==> config.mk <==
export PLATFORM = sky130hd
export DESIGN_NAME = sd_cmd_responder
export DESIGN_NICKNAME = d
export VERILOG_FILES = /design/src/rtl/sd_cmd_responder.sv
export SDC_FILE = /design/constraint.sdc
export NUM_CORES = 1
export LEC_CHECK = 0
export BUFFER_PORTS_ARGS = -buffer_cell sky130_fd_sc_hd__buf_2
export CAP_MARGIN = 20
export CELL_PAD_IN_SITES_DETAIL_PLACEMENT = 0
export CELL_PAD_IN_SITES_GLOBAL_PLACEMENT = 1
export CORE_MARGIN = 2
export CORE_UTILIZATION = 40
export CTS_CLUSTER_SIZE = 40
export DETAILED_ROUTE_END_ITERATION = 16
export PLACE_DENSITY_LB_ADDON = 0.12
export SYNTH_ARGS = -nofsm -noshare
export SYNTH_HDL_FRONTEND = slang
export SYNTH_SLANG_ARGS = --single-unit
==> constraint.sdc <==
create_clock -name msoc_clk -period 5.9 [get_ports msoc_clk]
set_clock_uncertainty 0.15 [all_clocks]
set_input_delay 1.18 -clock msoc_clk [delete_from_list [all_inputs] [get_ports msoc_clk]]
set_output_delay 1.18 -clock msoc_clk [all_outputs]
set_load 0.03 [all_outputs]
==> src/rtl/sd_cmd_responder.sv <==
// Card-side SD CMD-line responder: receives 48-bit host commands, hands them to a card
// model and serialises R1/R3/R6/R7 or R2 responses. Define SD_RSP_CRC_CHECK_EN to reject bad command CRCs.
module sd_cmd_responder #(
    parameter int NCR         = 2,
    parameter int RSP_TIMEOUT = 64
) (
    input  logic         msoc_clk,
    input  logic         rstn,
    input  logic         sd_sclk,
    input  logic         sd_cmd_in,
    output logic         sd_cmd_out,
    output logic         sd_cmd_oe,
    output logic         cmd_valid,
    output logic [5:0]   cmd_index,
    output logic [31:0]  cmd_arg,
    output logic         cmd_err,
    input  logic         rsp_valid,
    output logic         rsp_ready,
    input  logic [1:0]   rsp_len,
    input  logic [5:0]   rsp_index,
    input  logic [119:0] rsp_payload,
    output logic         rsp_timeout
);

    typedef enum logic [2:0] {IDLE, RX, WAIT_RSP, GAP, TX} state_t;

    localparam logic [6:0] NCR_C = 7'(NCR);
    localparam logic [6:0] TMO_C = 7'(RSP_TIMEOUT);

    function automatic logic [6:0] crc7_step(input logic [6:0] c, input logic b);
        logic fb;
        fb = c[6] ^ b;
        return {c[5:3], c[2] ^ fb, c[1:0], fb};
    endfunction

    // Synchronisers; rise/fall/cmd_bit are registered together so they stay aligned.
    logic sclk_s1, sclk_s2, sclk_prev;
    logic cmd_s1, cmd_s2, cmd_bit;
    logic rise, fall;

    always_ff @(posedge msoc_clk or negedge rstn) begin
        if (!rstn) begin
            sclk_s1   <= 1'b0;
            sclk_s2   <= 1'b0;
            sclk_prev <= 1'b0;
            cmd_s1    <= 1'b1;
            cmd_s2    <= 1'b1;
            cmd_bit   <= 1'b1;
            rise      <= 1'b0;
            fall      <= 1'b0;
        end else begin
            sclk_s1   <= sd_sclk;
            sclk_s2   <= sclk_s1;
            sclk_prev <= sclk_s2;
            cmd_s1    <= sd_cmd_in;
            cmd_s2    <= cmd_s1;
            cmd_bit   <= cmd_s2;
            rise      <= sclk_s2 & ~sclk_prev;
            fall      <= ~sclk_s2 & sclk_prev;
        end
    end

    state_t         state, state_n;
    logic [7:0]     bit_cnt, bit_cnt_n;
    logic [6:0]     wait_cnt, wait_cnt_n;
    logic [46:0]    rx_sr, rx_sr_n;
    logic [6:0]     rx_crc, rx_crc_n;
    logic [135:0]   tx_sr, tx_sr_n;
    logic           tx_long, tx_long_n;
    logic [6:0]     tx_crc, tx_crc_n;
    logic           cmd_out_n, cmd_oe_n;
    logic           cmd_valid_n, cmd_err_n, rsp_timeout_n, rsp_ready_n;
    logic [5:0]     cmd_index_n;
    logic [31:0]    cmd_arg_n;

    logic [47:0]    frame;
    logic [6:0]     wait_inc;
    logic [7:0]     clen;
    logic [7:0]     cstart;
    logic           crc_ok;
    logic           hs;

    always_ff @(posedge msoc_clk or negedge rstn) begin
        if (!rstn) begin
            state       <= IDLE;
            bit_cnt     <= 8'd0;
            wait_cnt    <= 7'd0;
            rx_sr       <= 47'd0;
            rx_crc      <= 7'd0;
            tx_sr       <= 136'd0;
            tx_long     <= 1'b0;
            tx_crc      <= 7'd0;
            sd_cmd_out  <= 1'b1;
            sd_cmd_oe   <= 1'b0;
            cmd_valid   <= 1'b0;
            cmd_err     <= 1'b0;
            rsp_timeout <= 1'b0;
            rsp_ready   <= 1'b0;
            cmd_index   <= 6'd0;
            cmd_arg     <= 32'd0;
        end else begin
            state       <= state_n;
            bit_cnt     <= bit_cnt_n;
            wait_cnt    <= wait_cnt_n;
            rx_sr       <= rx_sr_n;
            rx_crc      <= rx_crc_n;
            tx_sr       <= tx_sr_n;
            tx_long     <= tx_long_n;
            tx_crc      <= tx_crc_n;
            sd_cmd_out  <= cmd_out_n;
            sd_cmd_oe   <= cmd_oe_n;
            cmd_valid   <= cmd_valid_n;
            cmd_err     <= cmd_err_n;
            rsp_timeout <= rsp_timeout_n;
            rsp_ready   <= rsp_ready_n;
            cmd_index   <= cmd_index_n;
            cmd_arg     <= cmd_arg_n;
        end
    end

    // Response handshake: a transfer happens in any cycle where rsp_valid and rsp_ready are
    // both 1; rsp_ready never depends on rsp_valid and drops the cycle after the transfer.
    always_comb begin
        state_n       = state;
        bit_cnt_n     = bit_cnt;
        wait_cnt_n    = wait_cnt;
        rx_sr_n       = rx_sr;
        rx_crc_n      = rx_crc;
        tx_sr_n       = tx_sr;
        tx_long_n     = tx_long;
        tx_crc_n      = tx_crc;
        cmd_out_n     = sd_cmd_out;
        cmd_oe_n      = sd_cmd_oe;
        cmd_valid_n   = 1'b0;
        cmd_err_n     = 1'b0;
        rsp_timeout_n = 1'b0;
        cmd_index_n   = cmd_index;
        cmd_arg_n     = cmd_arg;

        frame    = {rx_sr, cmd_bit};
        wait_inc = (wait_cnt == 7'h7F) ? wait_cnt : wait_cnt + 7'd1;
        clen     = tx_long ? 8'd128 : 8'd40;
        cstart   = tx_long ? 8'd8 : 8'd0;
        hs       = rsp_valid & rsp_ready;
`ifdef SD_RSP_CRC_CHECK_EN
        crc_ok   = (rx_crc == frame[7:1]);
`else
        crc_ok   = 1'b1;
`endif

        case (state)
            IDLE: begin
                if (rise && !cmd_bit) begin
                    state_n   = RX;
                    bit_cnt_n = 8'd1;
                    rx_sr_n   = 47'd0;
                    rx_crc_n  = 7'd0;
                end
            end
            RX: begin
                if (rise) begin
                    rx_sr_n   = frame[46:0];
                    bit_cnt_n = bit_cnt + 8'd1;
                    // CRC covers bits 1..40; the start bit leaves a zero CRC unchanged.
                    if (bit_cnt < 8'd40)
                        rx_crc_n = crc7_step(rx_crc, cmd_bit);
                    if (bit_cnt == 8'd47) begin
                        if (!frame[47] && frame[46] && frame[0] && crc_ok) begin
                            cmd_valid_n = 1'b1;
                            cmd_index_n = frame[45:40];
                            cmd_arg_n   = frame[39:8];
                            wait_cnt_n  = 7'd0;
                            state_n     = WAIT_RSP;
                        end else begin
                            cmd_err_n = 1'b1;
                            state_n   = IDLE;
                        end
                    end
                end
            end
            WAIT_RSP: begin
                if (rise)
                    wait_cnt_n = wait_inc;
                if (hs) begin
                    tx_long_n = (rsp_len == 2'd2);
                    tx_crc_n  = 7'd0;
                    bit_cnt_n = 8'd0;
                    if (rsp_len == 2'd1) begin
                        tx_sr_n = {2'b00, rsp_index, rsp_payload[31:0], 96'd0};
                        state_n = GAP;
                    end else if (rsp_len == 2'd2) begin
                        tx_sr_n = {2'b00, 6'h3F, rsp_payload, 8'd0};
                        state_n = GAP;
                    end else begin
                        state_n = IDLE;
                    end
                end else if (rise && wait_inc >= TMO_C) begin
                    rsp_timeout_n = 1'b1;
                    state_n       = IDLE;
                end
            end
            GAP: begin
                if (rise)
                    wait_cnt_n = wait_inc;
                if (fall && wait_cnt >= NCR_C) begin
                    cmd_oe_n  = 1'b1;
                    cmd_out_n = tx_sr[135];
                    tx_sr_n   = {tx_sr[134:0], 1'b0};
                    bit_cnt_n = 8'd1;
                    state_n   = TX;
                end
            end
            TX: begin
                // bit_cnt counts bits already driven; content, then CRC, end bit, release.
                if (fall) begin
                    bit_cnt_n = bit_cnt + 8'd1;
                    if (bit_cnt < clen) begin
                        cmd_out_n = tx_sr[135];
                        tx_sr_n   = {tx_sr[134:0], 1'b0};
                        if (bit_cnt >= cstart)
                            tx_crc_n = crc7_step(tx_crc, tx_sr[135]);
                    end else if (bit_cnt < clen + 8'd7) begin
                        cmd_out_n = tx_crc[6];
                        tx_crc_n  = {tx_crc[5:0], 1'b0};
                    end else if (bit_cnt == clen + 8'd7) begin
                        cmd_out_n = 1'b1;
                    end else begin
                        cmd_oe_n  = 1'b0;
                        cmd_out_n = 1'b1;
                        state_n   = IDLE;
                    end
                end
            end
            default: state_n = IDLE;
        endcase

        rsp_ready_n = (state == WAIT_RSP) && (state_n == WAIT_RSP);
    end

endmodule

Word-level counts from Yosys, hierarchy flattened
Index checks and enable logic that the tools add are counted.
Storage, ports and cells
  flip-flop bits (word level): 261
  logic and storage cells: 154
  output and inout port bits: 44
  input bits: 133
Cells by class
  bitwise logic cells: 7
  muxes and demuxes: 66
  reduce and logical (&&, ||, !) cells: 25
  add/sub/neg operators: 3
  eq/ne operators: 25
  magnitude comparators: 5
Operator list (number)
  136-bit two-way mux: 6
  136-bit one-hot mux with 3 select lines: 1
  47-bit two-way mux: 2
  47-bit one-hot mux with 2 select lines: 1
  7-bit two-way mux: 10
  8-bit two-way mux: 6
  8-bit one-hot mux with 5 select lines: 1
  3-bit two-way mux: 10
  7-bit one-hot mux with 2 select lines: 2
  2-bit inequality test (second input constant): 11
  1-bit two-way mux: 20
  6-bit AND reduction: 3
  8-bit < comparator: 2
  3-bit one-hot mux with 5 select lines: 1
  5-bit AND reduction: 2
  3-bit by 2-bit == test with 1-bit output (second input constant): 3
  3-bit inequality test (second input constant): 3
  8-bit by 1-bit adder with 8-bit output (second input constant): 1
  8-bit by 3-bit adder with 8-bit output (second input constant): 1
  8-bit by 6-bit == test with 1-bit output (second input constant): 1
  8-bit == test: 1
  8-bit by 4-bit greater-or-equal comparator with 1-bit output: 1
  2-bit nonzero test: 4
  7-bit by 1-bit adder with 7-bit output (second input constant): 1
  other kinds (23): 37

Logic depth before layout (Yosys ltp)
Gate-level depths: netlist (run 1).
  depth in word-level cells: 10
  mapped depth: 10

Worst setup path before layout (run 1)
Ideal clock, no wire load.
  path kind: input to register
  start: input port rsp_len[1]
  end: register tx_sr[128]
  stages: 7
  arrival: 2650 ps
  slack: 2973 ps
  buffers on the path: 3
  cells stage by stage: inv_1 -> ha_1 -> clkbuf_1 -> clkbuf_1 -> clkbuf_1 -> a31oi_1 -> mux2_1
On the way
  longest elaborated chain between the ends: 4
  elaborated cells between the ends (all ways): 7
  classes of those cells: 3 x eq/ne; 3 x mux; 1 x reduce/logical
RTL lines
  from (decl): line 19  | input logic [1:0] rsp_len,
  2-bit by 1-bit == test with 1-bit output: line 188  | if (rsp_len == 2'd1) begin
  136-bit two-way mux: line 188
  136-bit two-way mux: line 184  | if (hs) begin
  136-bit one-hot mux with 3 select lines: line 151  | case (state)
  to (signal assigned): line 107  | tx_sr <= tx_sr_n;
  to (decl): line 68  | logic [135:0] tx_sr, tx_sr_n;
Parallel ways exist; a longest one is shown, timed or not. The select of a mux whose other input is x is not followed.
A chain may end at the register's enable or synchronous reset.

Worst setup path after layout (run 1)
  start: register bit_cnt[5]
  end: register tx_sr[121]
On the way
  longest elaborated chain between the ends: 3
RTL lines
  from (decl): line 64  | logic [7:0] bit_cnt, bit_cnt_n;
  from (signal assigned): line 103  | bit_cnt <= bit_cnt_n;
  8-bit < comparator: line 217  | if (bit_cnt < clen) begin
  2-bit inequality test (no source line)
  6-bit AND reduction (no source line)
Every way passes these cells.

==> metrics.md, run 1 <==
| Metric | Value |
|---|---|
| Fin. max-slew vios | `0` |
| M1 WL | `13300 um` |
| Largest family of logic cells by synthesized area | `multiplexers` |
| Endpoint of the worst register-to-register path | `tx_sr[121]$_DFFE_PN0P_` |
| Final-report setup violation count | `0` |
| Critical Path AT | `3640 ps` |
| PortBufs | `176` |
| Worst setup SP type | `register` |
| Clk pin slew, worst setup/hold paths | `60 ps` |
| Fin. Hold Viols | `0` |
| CTS Hold Bufs | `0` |
| Top-area cell type share of the netlist area | `50.1%` |
| Hold Path End | `cmd_bit$_DFF_PN1_` |
| Post-synthesis mux area share | `17.4%` |
| First-pass GRT wire length | `44800 um` |
| Worst Path Max Fanout | `38` |
| Root Buffer | `clkbuf_16` |
| Setup TNS | `0 ps` |
| Clock Tree Buf Depth | `3` |
| Req. time, crit path | `6160 ps` |
| Post-Synth XOR/XNOR Area | `0.352%` |
| Initial Util | `40.7%` |
| CTS Sinks | `253` |
| Async SR Flop Fraction | `100%` |
| Post-synthesis simple-gate area fraction | `13.5%` |
| Die Width | `180 um` |
| WL final | `26700 um` |
| Post-CTS Repair Setup Buffers | `0` |
| Synth Warn # | `0` |
| Register area share after synthesis | `51.0%` |
| Routed vias/inst | `4.95` |
| Length of routed met3 wiring | `1290 um` |
| NumNets Final | `1485` |
| Max Used Layer | `met5` |
| Clk_lat worst skew | `530 ps` |
| Synth Area in Adders | `1.01%` |
| Synth top area cells | `dfrtp_1 (50%), mux2i_1 (10%), nor3b_1 (5.4%)` |
| Most frequent cell after synthesis | `dfrtp_1` |
| # rows | `64` |
| Filler cells | `2951` |
| Synth area leader | `dfrtp_1` |
| Min-delay worst type | `reg2reg` |
| Synth Instances | `1205` |
| Max-cap viol count | `0` |
| Tmin final | `3380 ps` |
| Syn_nets | `1348` |
| Status | `completed` |
| Core footprint | `30600 um^2` |
| H-tree levels | `1` |
| Post-detail-place hpwl | `17200 um` |
| Post-DRT Antenna Nets | `0` |
| Compound-gate portion of the synthesized area | `9.93%` |
| R2R depth | `7` |
| GRT Util Overall | `16.3%` |
| Setup slack, reg-to-reg | `2520 ps` |
| Worst Tran Pin Value | `857 ps` |
| Max VDD drop | `215 uV` |
| Main synth FF type | `dfrtp_1` |
| Slew margin rel. | `42.6%` |
| Post-synth EDFFs | `0` |
| First DRT Iteration DRCs | `517` |
| Chip height | `180 um` |
| Via count | `8700` |
| Top cells by count, synth | `dfrtp_1 (249), nand2_1 (143), mux2i_1 (126), inv_1 (109), a21oi_1 (100)` |
| Hold path depth | `0` |
| Vias in the first global route | `8602` |
| Power per cell area | `275 nW/um^2` |
| Final GP Congestion | `0.754` |
| DR pass1 iterations | `4` |
| DRC violation count after routing | `0` |
| Leak Pwr | `0.00639 uW` |
| Post-synthesis cell type count | `55` |
| Synthesis-stage register bit count | `253` |
| Area grow syn2layout | `16.9%` |
| Avg WL per Cell | `15.2 um` |
| Pin count of the biggest net entering global routing | `107` |
| Hold slack | `205 ps` |
| Crit path capture type | `register` |
| Initial antenna violation count | `2` |
| Layout cells sized above 1 | `22.3%` |
| Top-level I/O count | `177` |
| Synthesized area | `12400 um^2` |
| Routed length on met2 | `11600 um` |
| Hold_sp | `cmd_s2$_DFF_PN1_` |
| Reg-to-reg startpoint | `bit_cnt[5]$_DFFE_PN0P_` |
| GR Overflow Total | `0` |
| PostCTS Resize Cnt | `0` |
| Crit path kind | `reg2reg` |
| FMAX | `0.296 GHz` |
| Post-synthesis average cell area | `10.3 um^2` |
| Fin crit share | `57.3%` |
| Total Die Area | `32500 um^2` |
| Inserted Clock Buffers | `28` |
| RSZ-0062 raised after global routing | `false` |
| CTS tree | `yes` |
==> report_power, final <==
| part | total [uW] | internal, uW | switching [uW] |
|---|---|---|---|
| clock | 1820 | 1120 | 698 |
| sequential | 1880 | 1810 | 64.1 |
| combinational | 296 | 132 | 164 |
| total | 3990 | 3070 | 927 |
==> metrics by stage <==
| step | util, % | power [uW] | std cells | instance area (um^2) | worst slack, ps |
|---|---|---|---|---|---|
| after floorplan | - | 2070 | 1205 | 12400 | 2970 |
| after global placement | 44.3 | 2200 | 1708 | 13600 | 2340 |
| after detailed placement | 44.3 | 2210 | 1708 | 13600 | 2320 |
| after CTS | 47.5 | 4060 | 1756 | 14500 | 2530 |
| after global routing | 47.5 | 4190 | 1756 | 14500 | 2350 |
| final | 47.5 | 3990 | 1757 | 14500 | 2520 |
==> cell type report <==
type	instances	area (um^2)	share of cell area [%]
Antenna cell	1	2.50	0.0172
Clock buffer	41	851	5.86
Clock inverter	7	115	0.792
Inverter	109	409	2.82
Multi-Input combinational cell	759	5280	36.3
Sequential cell	253	6340	43.6
Tap cell	396	495	3.41
Timing Repair Buffer	191	1040	7.16
==> logic make-up after synthesis <==
group / count (synthesis)
and+or+nand+nor: 314
DFF: 253
adders and majority gates: 10
buffers and inverters: 193
xor gates and xnor gates: 5
AOI/OAI and AO/OA: 224
muxes: 206
==> metal layers <==
metal	track usage, %	vias up
li1	-	4368
met1	24.2	4159
met2	24.5	138
met3	3.31	33
met4	3.71	2
met5	0	-
==> worst max-delay path by stage <==
stage / from / to / slack, ps / depth (start not counted)
2_1_floorplan: rsp_len[1] / tx_sr[128]$_DFFE_PN0P_ / 2970 / 7
3_3_place_gp: rsp_len[0] / tx_sr[125]$_DFFE_PN0P_ / 2340 / 7
3_5_place_dp: rsp_len[0] / tx_sr[121]$_DFFE_PN0P_ / 2320 / 7
4_1_cts: bit_cnt[5]$_DFFE_PN0P_ / tx_sr[121]$_DFFE_PN0P_ / 2530 / 7
5_1_grt: state[0]$_DFF_PN0_ / tx_sr[122]$_DFFE_PN0P_ / 2350 / 6
6_report: bit_cnt[5]$_DFFE_PN0P_ / tx_sr[121]$_DFFE_PN0P_ / 2520 / 7
==> layout by cell type (no fill, tap or decap), drive strengths merged, types with 41 or more instances in the layout <==
cell type and count:
nor3b 91, mux2 80, dfrtp 249, o21ai 91, mux2i 126, nand2 143, a21oi 101, inv 109
buf 191, clkbuf 41
==> worst max-delay path, cell delays in order, from the launching register on <==
cell	delay (ps)
dfrtp_1	470
ha_1	350
a211o_1	300
a21oi_4	280
nand3_4	150
a211oi_4	550
buf_4	580
mux2_1	390
==> sequential cells by signal, indices dropped and copies added, names as in the netlist, 3 cells and up <==
| register | count |
|---|---|
| tx_sr | 128 |
| rx_sr | 47 |
| cmd_arg | 32 |
| bit_cnt | 8 |
| tx_crc | 7 |
| wait_cnt | 7 |
| cmd_index | 6 |
| state | 3 |
No activity file was read; power rests on OpenSTA's default activity.
==> run 2: changes to the inputs <==
==> constraint.sdc (replaced) <==
create_clock -name msoc_clk -period 3.3 [get_ports msoc_clk]
set_clock_uncertainty 0.15 [all_clocks]
set_input_delay 0.66 -clock msoc_clk [delete_from_list [all_inputs] [get_ports msoc_clk]]
set_output_delay 0.66 -clock msoc_clk [all_outputs]
set_load 0.03 [all_outputs]
==> run 2 against run 1 <==
Wire length is 1.5% higher. Via count is 0.16% higher. Clock power is 71% higher. Critical path depth rose by 2. First-iteration DRC count up 4.8%. Die area unchanged. Non-clock buffer count increased by 15. Sequential power increased by 79%.
==> metrics.md, run 2 (same netlist as run 1, synthesis figures left out) <==
| Metric | Value |
|---|---|
| Min-delay worst type | `in2reg` |
| CP Buf/Inv Count | `3 (+2)` |
| Crit path kind | `reg2reg` |
| Initial antenna violation count | `0 (-2)` |
| CP Cell Sequence | `ha_1 -> a211o_1 -> a21oi_4 -> nand3_4 -> a211oi_4 -> buf_12 -> buf_12 -> buf_4 -> mux2i_1` |
| Final GP Congestion | `0.749 (-0.65%)` |
| Crit path capture type | `register` |
| Core Util, Final | `48.0% (+0.54 points)` |
| Power per cell area | `478 nW/um^2 (+74%)` |
| Filler cells | `2963 (+0.41%)` |
| H-tree levels | `1 (unchanged)` |
| Slew margin rel. | `33.1% (-9.5 points)` |
| GRT Util Overall | `16.5% (+0.19 points)` |
| CTS Sinks | `253 (unchanged)` |
| Fin. max-slew vios | `0 (unchanged)` |
| Status | `completed` |
| Via count | `8714 (+0.16%)` |
| Leak Pwr | `0.00647 uW (+1.2%)` |
| Clk pin slew, worst setup/hold paths | `60 ps (about the same)` |
| Final-report setup violation count | `0 (unchanged)` |
| Slowest stage delay, CP | `460 ps (-120 ps)` |
| Die Width | `180 um (unchanged)` |
| Hold Path End | `cmd_s1$_DFF_PN1_` |
| Tmin final | `2990 ps (-388 ps)` |
| Vias in the first global route | `8642 (+0.47%)` |
| PostCTS Resize Cnt | `0 (unchanged)` |
| Kind of cell adding the most delay to the critical path | `compound AO/OA/AOI/OAI gates` |
| Max-cap viol count | `0 (unchanged)` |
| Max VDD drop | `335 uV (+56%)` |
| Layout cells sized above 1 | `22.7% (+0.45 points)` |
| Antenna cells | `0 (-1)` |
| Largest Register | `tx_sr` |
| DRC violation count after routing | `0 (unchanged)` |
| Root Buffer | `clkbuf_16` |
| Largest register FFs | `128 (unchanged)` |
| Clk_lat worst skew | `550 ps (+20 ps)` |
| CTS Hold Bufs | `1 (+1)` |
| Reg-to-reg startpoint | `bit_cnt[5]$_DFFE_PN0P_` |
| Fin. Hold Viols | `0 (unchanged)` |
| Routed vias/inst | `4.91 (-0.74%)` |
| Chip height | `180 um (unchanged)` |
| Fin crit share | `90.7% (+33 points)` |
| R2R depth | `9 (+2)` |
| DR pass1 iterations | `5 (+1)` |
| CP startpoint | `bit_cnt[5]$_DFFE_PN0P_` |
| Avg WL per Cell | `15.3 um (+0.60%)` |
| PortBufs | `176 (unchanged)` |
| Post-detail-place hpwl | `17800 um (+3.2%)` |
| Hold path depth | `1 (+1)` |
| Core footprint | `30600 um^2 (unchanged)` |
| Inserted Clock Buffers | `29 (+3.6%)` |
| CTS tree | `yes` |
| RSZ-0062 raised after global routing | `false` |
| First-pass GRT wire length | `45100 um (+0.80%)` |
| Critical Path AT | `3300 ps (-340 ps)` |
| Post-CTS Repair Setup Buffers | `0 (unchanged)` |
| Largest regs | `tx_sr: 128 flops, rx_sr: 47 flops, cmd_arg: 32 flops` |
| Area grow syn2layout | `18.2%` |
| Dpl cell area | `13800 um^2 (+1.5%)` |
| WL final | `27100 um (+1.5%)` |
| Setup TNS | `0 ps (unchanged)` |
| FMAX | `0.334 GHz (+13%)` |
| Post-DRT Antenna Nets | `0 (unchanged)` |
| Req. time, crit path | `3610 ps (-2550 ps)` |
| # rows | `64 (unchanged)` |
| Endpoint of the worst register-to-register path | `tx_sr[61]$_DFFE_PN0P_` |
| Commonest non-fill, non-tap cells in the layout | `dfrtp_1 (249), buf_2 (175), nand2_1 (142), mux2i_1 (126), inv_1 (109)` |
| Initial Util | `40.7% (unchanged)` |
| Total Die Area | `32500 um^2 (unchanged)` |
| Leading cell type in the layout, fill and taps excluded | `dfrtp_1` |
| Top-level I/O count | `177 (unchanged)` |
| Slowest cell on the critical path | `dfrtp_1` |
| Clock Tree Buf Depth | `3 (unchanged)` |
| GR Overflow Total | `0 (unchanged)` |
| NumNets Final | `1501 (+1.1%)` |
| Worst Tran Pin Value | `1000 ps (+143 ps)` |
| Pin count of the biggest net entering global routing | `74 (-31%)` |
| Most used cell, CP | `buf_12` |
| Worst Path Max Fanout | `31 (-18%)` |
| Final Cell Area | `14700 um^2 (+1.1%)` |
| First DRT Iteration DRCs | `542 (+4.8%)` |
| Hold_sp | `sd_cmd_in` |
| Setup slack, reg-to-reg | `310 ps (-2210 ps)` |
| Worst setup SP type | `register` |
-- run 2: per-layer routing --
layer | vias up | track usage (%) | wire, um
met5 | - | 0 | 0
met4 | 0 | 3.81 | 597
met3 | 38 | 2.83 | 1140
met2 | 139 | 25.2 | 11800
met1 | 4139 | 24.4 | 13500
li1 | 4398 | - | -
-- run 2: cell type report --
cell class / instances / area (um^2) / area share [%]
multi-input combinational: 759 / 5280 / 35.9
clock buffer: 47 / 873 / 5.94
clock inverter: 3 / 43.8 / 0.298
timing repair buffer: 206 / 1260 / 8.55
tap: 396 / 495 / 3.37
sequential: 253 / 6340 / 43.1
inverter: 109 / 409 / 2.78
-- run 2: worst max path at each step --
stage / to / depth (start not counted)
after detailed placement: tx_sr[61]$_DFFE_PN0P_ / 9
after global placement: tx_sr[63]$_DFFE_PN0P_ / 9
after CTS: tx_sr[61]$_DFFE_PN0P_ / 9
after floorplan: tx_sr[110]$_DFFE_PN0P_ / 8
final: tx_sr[61]$_DFFE_PN0P_ / 9
after global routing: tx_sr[61]$_DFFE_PN0P_ / 9
-- run 2: per-stage QoR --
step	instances	setup slack, ps	hold WS (ps)	total power (uW)
2_1_floorplan	1205	729	181	3690
3_3_place_gp	1722	408	187	3960
3_5_place_dp	1722	330	189	3970
4_1_cts	1773	306	37.5	7170
5_1_grt	1773	183	50.3	7370
6_report	1773	308	66.8	7030
-- run 2: report_power, final --
part | internal [uW] | switching (uW) | total, uW
clock network | 1860 | 1250 | 3120
logic | 247 | 305 | 553
registers | 3240 | 114 | 3360
